==> config.mk <==
export PLATFORM = sky130hd
export DESIGN_NAME = pulse_stretch
export DESIGN_NICKNAME = d
export VERILOG_FILES = /design/src/rtl/pulse_stretch.sv
export SDC_FILE = /design/constraint.sdc
export NUM_CORES = 1
export LEC_CHECK = 0
export CORE_UTILIZATION = 29
export CTS_BUF_LIST = sky130_fd_sc_hd__clkbuf_16
export DETAILED_ROUTE_END_ITERATION = 7
export GPL_TIMING_DRIVEN = 0
export PLACE_DENSITY_LB_ADDON = 0.15
export SLEW_MARGIN = 30
export SYNTH_ARGS = -nofsm -noshare
export SYNTH_HDL_FRONTEND = slang
export SYNTH_SLANG_ARGS = --single-unit
==> constraint.sdc <==
create_clock -name clk -period 2.01 [get_ports clk]
set_input_delay 0.3015 -clock clk [delete_from_list [all_inputs] [get_ports clk]]
set_output_delay 0.3015 -clock clk [all_outputs]
set_load 0.02 [all_outputs]
==> src/rtl/pulse_stretch.sv <==
// Pulse stretcher: each input event becomes an ON_CYCLES-long led_out burst followed by an
// OFF_CYCLES low gap. Define PULSE_STRETCH_QUEUE_EN to queue events that arrive mid-burst.
module pulse_stretch #(
  parameter int unsigned ON_CYCLES  = 'hF4240,
  parameter int unsigned OFF_CYCLES = 'hF4240,
  parameter int unsigned QW         = 4
) (
  input  logic          clk,
  input  logic          rst,
  input  logic          pulse_in,
  output logic          led_out,
  output logic          busy,
  output logic [QW-1:0] pending,
  output logic          overflow
);

  localparam logic [19:0] OnLast  = 20'(ON_CYCLES - 1);
  localparam logic [19:0] OffLast = 20'(OFF_CYCLES - 1);

  typedef enum logic [1:0] {StIdle, StOn, StGap} state_e;

  state_e        state_q, state_d;
  logic [19:0]   cnt_q, cnt_d;
  logic          ovf_q, ovf_d;
  logic [QW-1:0] pending_q;
  logic          gap_last;
  logic          evt_busy;

  assign gap_last = (state_q == StGap) && (cnt_q == OffLast);
  // The final gap cycle is excluded: a pulse there restarts a burst instead of queueing.
  assign evt_busy = pulse_in && ((state_q == StOn) || ((state_q == StGap) && !gap_last));

  always_ff @(posedge clk) begin
    if (rst) begin
      state_q <= StIdle;
      cnt_q   <= '0;
      ovf_q   <= 1'b0;
    end else begin
      state_q <= state_d;
      cnt_q   <= cnt_d;
      ovf_q   <= ovf_d;
    end
  end

  always_comb begin
    state_d = state_q;
    unique case (state_q)
      StIdle:  if (pulse_in) state_d = StOn;
      StOn:    if (cnt_q == OnLast) state_d = StGap;
      StGap:   if (gap_last) state_d = (pulse_in || (pending_q != '0)) ? StOn : StIdle;
      default: state_d = StIdle;
    endcase
    cnt_d = ((state_d != state_q) || (state_q == StIdle)) ? 20'd0 : cnt_q + 20'd1;
  end

`ifdef PULSE_STRETCH_QUEUE_EN
  localparam logic [QW-1:0] PendMax = {QW{1'b1}};

  logic [QW-1:0] pending_d;

  always_comb begin
    pending_d = pending_q;
    ovf_d     = 1'b0;
    if (evt_busy) begin
      if (pending_q == PendMax) begin
        ovf_d = 1'b1;
      end else begin
        pending_d = pending_q + QW'(1);
      end
    end else if (gap_last && !pulse_in && (pending_q != '0)) begin
      // A fresh pulse on the final gap cycle takes the next burst itself, leaving the queue.
      pending_d = pending_q - QW'(1);
    end
  end

  always_ff @(posedge clk) begin
    if (rst) begin
      pending_q <= '0;
    end else begin
      pending_q <= pending_d;
    end
  end
`else
  assign pending_q = '0;
  assign ovf_d     = evt_busy;
`endif

  always_comb begin
    led_out  = (state_q == StOn);
    busy     = (state_q != StIdle);
    pending  = pending_q;
    overflow = ovf_q;
  end

endmodule

==> impl_metrics.tcl, run 1 <==
set metrics [dict create \
    wire_per_inst_um 11.6 \
    status "complete, no violations" \
    multi_input_area_um2 614 \
    clock_latency_ps 250 \
    htree_levels 1 \
    worstSetupStartpointType "flip-flop" \
    drive_gt1_frac 0.268 \
    antenna_found_initial 0 \
    grt.met1_usage 0.146 \
    synth_area_per_cell_um2 9.20 \
    ios 10 \
    layout.nets 143 \
    grtUsageMet2 0.191 \
    gp_congestion 0.766 \
    die_y_um 65.2 \
    cts_hold_buf 0 \
    grt_pass1_wl_um 3810 \
    post-route-period-util 0.903 \
    netSwitchingPower_uw 192 \
    max_freq_mhz 551 \
    synth_cell_type_count 30 \
    synth_mux_area_frac 0 \
    num_rows 22 \
    grt_max_degree 13 \
    netlist_instances 126 \
    cts_buffer_depth 2 \
    crit_fanout 10 \
    synth_area_um2 1160 \
    track_usage 0.116 \
    power_frac_seq 0.492 \
    grt-busiest-layer "met2" \
    synth_area_leaders "dfxtp_1, nor2_2, xor2_1" \
    die_x_um 65.2 \
    grt_pass1_vias 847 \
    fin_crit_ps 1820 \
    synth_top_family_by_area "simple AND/OR/NAND/NOR gates" \
    grt_setup_unrepaired "false" \
    clockPowerShare 0.450 \
    arrival_ps 2010 \
    cts_sinks 23 \
    gr-total-overflow 0 \
    hold_violations 0 \
    synth_top_area_cell "dfxtp_1" \
    crit_type "flip-flop to flip-flop" \
    avgViaCountPerCell 4.65 \
    min_path_cells 1 \
    cts_resized 0 \
    required_ps 2200 \
    instances_no_fill 186 \
    port_buffers 5 \
    cts_buffers 3 \
    comb_power_share 0.057 \
    synth_top_area_frac 0.397 \
    syn_to_final_growth_pct 17.3 \
    use_met3 0.0382 \
    initial_utilization 0.309 \
    cts_tree "done" \
    internal_power_uw 749 \
    power_density_nw_per_um2 693 \
    ant_nets 0 \
    first_pass_iters 4 \
    finClkSkew_ps 1.97 \
    yosysSeqAreaShare 0.397 \
    synthXorXnorAreaFrac 0.0832 \
    drc 0 \
    setup_viol 0 \
    critPathCaptureType "flip-flop" \
    cts.clk_slew.worst_paths_ps 60 \
    dieArea_um2 4250 \
    leakage_uw 0.000467 \
    peakVddDrop_uv 461 \
    regArea_um2 460 \
    ys_warn_count 0 \
    postCtsSetupBuffers 0 \
    synth_fa_ha_area_frac 0.0108 \
    vias 865 \
    cts-root-buf "clkbuf_16" \
    yosys.area_share.simple 0.309 \
    dp.final_hpwl_um 1550 \
    setup-tns-final_ps 0 \
    synth_seq_cells 23 \
    slew_violations 0 \
    final_common_cell "dfxtp_1" \
    layout_common_cells "dfxtp_1, nor2_2, xor2_1" \
    dp_cells 182 \
    diodes 0 \
    totalWireLength_um 2150 \
    fill_cells 409 \
    hold_class "flip-flop to flip-flop" \
    drt_iter0_markers 49 \
    cap_violations 0 \
    synth_compound_area_frac 0.114 \
    reg2reg_depth 7 \
    swShare 0.204 \
    core_um2 3740 \
]
==> path summary, 6_finish.rpt <==
kind,slack (ps),from,end
setup reg to reg,190,cnt_q[0],cnt_q[17]
setup / recovery,190,cnt_q[0],cnt_q[17]
hold / removal,490,cnt_q[0],cnt_q[0]
hold reg to reg,490,cnt_q[0],cnt_q[0]
==> critical path, cell delays in order, from the launching register on <==
cell	delay [ps]
dfxtp_1	350
ha_1	260
and2_1	220
and2_4	170
buf_6	120
a221o_2	360
buf_6	170
a21oi_2	100
==> metal layers <==
layer | vias up | part of all wire
li1 | 455 | -
met1 | 398 | 0.51
met2 | 12 | 0.45
met3 | 0 | 0.039
met4 | 0 | 0
met5 | - | 0
==> through the flow <==
stage          power [µW]  area, µm²  worst slack (ps)  utilization  hold slack (ps)
6_report              941       1360               195        0.363              490
3_5_place_dp          528       1280               215        0.342              480
5_1_grt               975       1360             0.340        0.363              524
2_1_floorplan         512       1170               348            -              371
3_3_place_gp          528       1280               209        0.342              473
4_1_cts               955       1360               188        0.363              495
==> synthesized netlist by cell type, drive strengths merged <==
cell type / count
o21ai: 7
conb: 1
nand4: 7
nand3: 7
or3: 7
xor2: 8
nor2: 14
nand2b: 2
nand2: 4
and3: 5
dfxtp: 23
buf: 9
nor4: 2
nor4bb: 1
or2: 1
nor3b: 1
inv: 4
a221o: 1
and2: 4
a21oi: 10
and4: 3
xnor2: 3
a211o: 1
ha: 1
==> cell families after synthesis <==
logic type,Yosys count
compound gates,19
xor+xnor,11
fa+ha+maj,1
buf+inv,13
flops,23
other cells,1
simple gates,58
==> power groups by stage <==
stage	logic, µW	registers (µW)	clock network (µW)
CTS	54.6	463	437
floorplan	38.0	474	0
global placement	54.4	474	0
detailed placement	54.4	474	0
finish	54.1	463	424
global route	58.5	464	453
==> state kept, by name, indices dropped and copies added, names as in the netlist <==
name      flops
state_q       2
overflow      1
cnt_q        20
==> area by class of cell <==
| class | count | share of cell area |
|---|---|---|
| plain buffers | 9 | 0.0589 |
| clock buffers | 3 | 0.0552 |
| clock inverters | 1 | 0.00276 |
| inverters | 4 | 0.0110 |
| multi-input cells | 93 | 0.452 |
| flip-flops and latches | 23 | 0.339 |
| well taps | 48 | 0.0442 |
| repair buffers | 5 | 0.0368 |
Power figures use the tool's default switching activity.
==> inputs of run 2 (changes only) <==
--- a/config.mk
+++ b/config.mk
@@ -9,6 +9,7 @@
 export CTS_BUF_LIST = sky130_fd_sc_hd__clkbuf_16
 export DETAILED_ROUTE_END_ITERATION = 7
 export GPL_TIMING_DRIVEN = 0
+export MAX_ROUTING_LAYER = met4
 export PLACE_DENSITY_LB_ADDON = 0.15
 export SLEW_MARGIN = 30
 export SYNTH_ARGS = -nofsm -noshare
==> results of run 2 <==
Same layout as run 1: the final DEF is identical, and so are final timing and power.
Among the figures that moved: final weighted congestion in routability-driven placement 0.766 -> 0.776; overall routing resource usage 0.116 -> 0.119
